$ cat config.mk
export PLATFORM = sky130hd
export DESIGN_NAME = fifo_level
export DESIGN_NICKNAME = d
export VERILOG_FILES = /design/src/rtl/fifo_level.sv
export SDC_FILE = /design/constraint.sdc
export NUM_CORES = 1
export LEC_CHECK = 0
export CAP_MARGIN = 0
export CORE_UTILIZATION = 56
export DETAILED_ROUTE_END_ITERATION = 16
export GPL_TIMING_DRIVEN = 0
export PLACE_DENSITY = 0.74
export SLEW_MARGIN = 20
export SYNTH_ARGS = -nofsm -noshare
export SYNTH_HDL_FRONTEND = slang
export SYNTH_SLANG_ARGS = --single-unit
$ cat constraint.sdc
create_clock -name clk_i -period 5.56 [get_ports clk_i]
set_clock_uncertainty 0.2 [all_clocks]
set_input_delay 0.556 -clock clk_i [delete_from_list [all_inputs] [get_ports clk_i]]
set_output_delay 0.556 -clock clk_i [all_outputs]
set_load 0.05 [all_outputs]
$ cat src/rtl/fifo_level.sv
// Show-ahead ready/valid FIFO with occupancy count, almost flags,
// synchronous flush and a clearable high-water monitor.
module fifo_level #(
  parameter int DEPTH_LOG2_P   = 3,
  parameter int WIDTH_P        = 8,
  parameter int ALMOST_FULL_P  = 6,
  parameter int ALMOST_EMPTY_P = 1
) (
  input  logic                    clk_i,
  input  logic                    rst_i,
  input  logic [WIDTH_P-1:0]      data_i,
  input  logic                    valid_i,
  output logic                    ready_o,
  output logic [WIDTH_P-1:0]      data_o,
  output logic                    valid_o,
  input  logic                    ready_i,
  input  logic                    flush_i,
  output logic [DEPTH_LOG2_P:0]   count_o,
  output logic                    almost_full_o,
  output logic                    almost_empty_o,
  output logic [DEPTH_LOG2_P:0]   peak_o,
  input  logic                    clr_peak_i
);

  localparam int AW    = DEPTH_LOG2_P;
  localparam int DEPTH = 1 << AW;

  localparam logic [AW:0] AF_C = (AW+1)'(ALMOST_FULL_P);
  localparam logic [AW:0] AE_C = (AW+1)'(ALMOST_EMPTY_P);

  logic [WIDTH_P-1:0] r_mem [DEPTH];
  logic [AW:0]        r_wr_ptr;
  logic [AW:0]        r_rd_ptr;
  logic [AW:0]        r_count;
  logic [AW:0]        r_peak;

  logic               w_full;
  logic               w_empty;
  logic               w_wr;
  logic               w_rd;
  logic [AW:0]        w_wr_nxt;
  logic [AW:0]        w_rd_nxt;
  logic [AW:0]        w_cnt_nxt;

  // Extra wrap bit distinguishes full from empty when low bits match.
  assign w_full  = (r_wr_ptr[AW-1:0] == r_rd_ptr[AW-1:0]) &&
                   (r_wr_ptr[AW] != r_rd_ptr[AW]);
  assign w_empty = (r_wr_ptr == r_rd_ptr);

  assign ready_o = ~w_full & ~flush_i;
  assign valid_o = ~w_empty & ~flush_i;

  assign w_wr = valid_i & ready_o;
  assign w_rd = valid_o & ready_i;

  assign w_wr_nxt  = r_wr_ptr + {{AW{1'b0}}, w_wr};
  assign w_rd_nxt  = r_rd_ptr + {{AW{1'b0}}, w_rd};
  assign w_cnt_nxt = w_wr_nxt - w_rd_nxt;

  assign data_o         = r_mem[r_rd_ptr[AW-1:0]];
  assign count_o        = r_count;
  assign peak_o         = r_peak;
  assign almost_full_o  = (r_count >= AF_C);
  assign almost_empty_o = (r_count <= AE_C);

  always_ff @(posedge clk_i) begin
    if (w_wr) begin
      r_mem[r_wr_ptr[AW-1:0]] <= data_i;
    end
  end

  always_ff @(posedge clk_i or posedge rst_i) begin
    if (rst_i) begin
      r_wr_ptr <= '0;
      r_rd_ptr <= '0;
      r_count  <= '0;
      r_peak   <= '0;
    end else if (flush_i) begin
      r_wr_ptr <= '0;
      r_rd_ptr <= '0;
      r_count  <= '0;
      r_peak   <= '0;
    end else begin
      r_wr_ptr <= w_wr_nxt;
      r_rd_ptr <= w_rd_nxt;
      r_count  <= w_cnt_nxt;
      if (clr_peak_i) begin
        r_peak <= w_cnt_nxt;
      end else if (w_cnt_nxt > r_peak) begin
        r_peak <= w_cnt_nxt;
      end
    end
  end

endmodule

==> metrics.md <==
| Metric | Value |
|---|---|
| Std cell rows | `28` |
| Setup Buffers After CTS | `0` |
| Post-synth EDFFs | `64` |
| Max Slew Vio Count | `0` |
| Leading cell type in the layout, fill and taps excluded | `edfxtp_1` |
| Fin area | `4140 sq um` |
| Clk_lat worst skew | `roughly 0.34 ns` |
| Status | `completed` |
| Tcrit/Tclk final | `0.809` |
| Initial antenna violation count | `0` |
| Post-layout minimum cycle time | `around 4.5 ns` |
| Filler cells | `387` |
| Worst setup path end | `peak_o[1]` |
| Layout cells sized above 1 | `0.166` |
| Cell Chain, Critical Path | `buf_2 -> xnor2_1 -> nand3_1 -> o21ba_2 -> and2_1 -> ha_1 -> ha_1 -> inv_1 -> ha_1 -> a21o_1 -> a21oi_1 -> xnor2_1 -> inv_1 -> ha_1 -> o21ai_0 -> a21oi_1 -> o41ai_2 -> mux2_2` |
| Main synth FF type | `edfxtp_1` |
| Post-synth ARST share | `0.200` |
| Gp weighted congestion | `around 0.8` |
| Final WS setup | `1.06 ns` |
| Syn Nets | `219` |
| Commonest non-fill, non-tap cells in the layout | `edfxtp_1, clkdlybuf4s50_1, nor2_1, mux4_1, dfrtp_1` |
| Delay of the slowest critical-path stage | `about 0.48 ns` |
| Vias in the first global route | `approximately 1,900` |
| Clk Tree Root Cell | `clkbuf_8` |
| Height of the die | `81.0 um` |
| Post-cts resize count | `0` |
| Chip width | `81.0 um` |
| Setup crit start kind | `flip-flop` |
| TritonRoute pass-1 iters | `4` |
| Antenna Nets Post-Route | `0` |
| R2R Path End | `peak_o[1]` |
| Maximum ir drop on the vdd rail | `around 180 uV` |
| Clock share of power | `0.343` |
| First-pass GRT wire length | `9540 um` |
| Avg Cell Area, Syn | `18.1 sq um` |
| Distinct cells, synth | `33` |
| Largest net degree at the start of global routing | `17` |
| Worst reg2reg setup slack | `1.06 ns` |
| Sequential Power Share | `0.510` |
| Internal power | `0.999 mW` |
| Fin Setup TNS | `0 ns` |
| CP Max Fanout | `9` |
| Multi-input logic area | `~1100 sq um` |
| Total wire length | `~6200 um` |
| Placed Cells | `300` |
| Synth Cell Area | `3500 sq um` |
| Starting utilization of the core area | `0.584` |
| Initial DRC count | `77` |
| Worst slack at placement | `1.11 ns` |
| Slowest CP cell | `o41ai_2` |
| DIE AREA | `between 6000 and 7000 sq um` |
| Grt ovf | `0` |
| Syn Inst Count | `approximately 190` |
| CTS H-tree depth | `3` |
| Critical path required time | `5.58 ns` |
| Sw Pwr | `0.314 mW` |
| CP Class | `reg -> reg` |
| Max clock buf depth | `2` |
| TritonCTS clock tree | `done` |
| CP Data Arrival Time | `4.52 ns` |
| Unrepaired setup endpoints after global routing | `no` |
| Net Sw Frac | `0.239` |
| Area Overhead vs Synth | `18.4%` |
| Pwr per Cell Area | `317 nW/um^2` |
| Crit end category | `flip-flop` |
| Crit path from | `r_rd_ptr[1]` |
| Fin. Hold Viols | `0` |
| CP most frequent cell | `ha_1` |
| Reg-to-Reg Start | `r_rd_ptr[1]` |
| Layout Utilization | `0.691` |
| Leading area contributor after synthesis | `edfxtp_1` |
| Final Non-Filler Cells | `316` |
| Area of the core | `5990 sq um` |
| Sequential area share after synthesis | `0.664` |
| Hpwl dp | `roughly 4200 um` |
| Syn. warnings | `0` |
| Clk slew on worst S/H paths | `0.07 ns` |
| Via count | `1,816` |
| Hold Crit Class | `in -> reg` |
| Area share of the largest cell type after synthesis | `0.549` |
| DRC Markers | `0` |
| # clock sinks | `80` |
| Cells on worst reg2reg path | `18` |
| Total track usage | `0.211` |
| Avg WL per Cell | `19.5 um` |
| # nets final | `262` |
| Final setup fails | `0` |
| Flip-flop and latch area | `2320 sq um` |
| Seq cells post-synth | `80` |
| Slew headroom | `0.393` |
| Num CTS Buffers | `9` |
| Max frequency | `222 MHz` |
| Max cap viols | `0` |
| Placed inst area | `around 3900 sq um` |
| Port Buffer Count | `32` |
| Top Ports | `34` |
| Vias per cell | `5.75` |
| Gate power share | `0.148` |
| Number of diodes | `0` |
| P_leak | `1.52 nW` |
| Synth top area cells | `edfxtp_1, mux4_1, dfrtp_1, ha_1, mux2_2` |
| Slew @ Worst Pin | `about 0.9 ns` |
| Hold_buf cts | `0` |
==> how the worst min path moves through the flow <==
stage | endpoint | slack (ns) | cells past startpoint | startpoint
floorplan | count_o[0] | 0.27 | 1 | rst_i
global placement | peak_o[3] | 0.30 | 2 | peak_o[3]
detailed placement | peak_o[3] | 0.32 | 2 | peak_o[3]
CTS | count_o[1] | 0.32 | 2 | flush_i
global route | count_o[1] | 0.34 | 2 | flush_i
finish | count_o[1] | 0.33 | 2 | flush_i
==> worst max-delay path: cells and delay by family, from the launching register on <==
| family | cells | cell delay (ns) |
|---|---|---|
| buffers and inverters | 3 | 0.37 |
| xor gates and xnor gates | 2 | 0.48 |
| adders and majority gates | 4 | 1.10 |
| AOI/OAI and AO/OA | 6 | 1.21 |
| and+or+nand+nor | 2 | 0.25 |
| muxes | 1 | 0.40 |
| DFF | 1 | 0.39 |
==> per-layer routing <==
| layer | part of all wire | vias up | global-route usage |
|---|---|---|---|
| met4 | 0.032 | 0 | 0.127 |
| met1 | 0.41 | 920 | 0.256 |
| met5 | 0 | - | 0 |
| li1 | - | 835 | - |
| met2 | 0.52 | 43 | 0.359 |
| met3 | 0.033 | 18 | 0.0326 |
==> flip-flops by register name, indices dropped and copies added, names as in the netlist <==
name and cells:
count_o 4, r_mem 64, peak_o 4, r_wr_ptr 4
r_rd_ptr 4
==> cell type report <==
| type | instances | share of cell area |
|---|---|---|
| repair buffers | 32 | 0.0773 |
| clock inverters | 2 | 0.00846 |
| clock buffers | 14 | 0.0444 |
| inverters | 10 | 0.00906 |
| plain buffers | 8 | 0.0157 |
| flip-flops and latches | 80 | 0.561 |
| well taps | 75 | 0.0227 |
| multi-input cells | 95 | 0.262 |
==> cell usage after synthesis, types with 3 or more instances <==
cell type  number
nor3_1          3
edfxtp_1       64
mux2_2         11
nand2_1         3
xnor2_1         6
nor2b_1         3
xor2_1          3
inv_1          10
nand2b_1        4
dfrtp_1        16
nor2_1         16
ha_1           11
mux4_1         16
==> through the flow <==
step	total power, mW	hold WS (ns)
after floorplan	0.814	0.270
after global placement	0.870	0.297
after detailed placement	0.878	0.318
after CTS	1.32	0.318
after global routing	1.36	0.343
final	1.31	0.327
==> power groups by stage <==
stage          registers [mW]  clock network, mW  logic (mW)
2_1_floorplan           0.707                  0       0.107
3_3_place_gp            0.681                  0       0.189
3_5_place_dp            0.682                  0       0.196
4_1_cts                 0.669              0.455       0.197
5_1_grt                 0.671              0.477       0.209
6_report                0.669              0.450       0.194
==> kinds of logic after synthesis <==
group	after synthesis	share of synthesized area
AO/OA/AOI/OAI	9	0.0229
XOR/XNOR	11	0.0318
adder cells (fa/ha/maj)	12	0.0451
buffers and inverters	18	0.0293
flip-flops	80	0.664
multiplexers	27	0.156
AND/OR/NAND/NOR	36	0.0515
(Power assumes the default switching activity.)
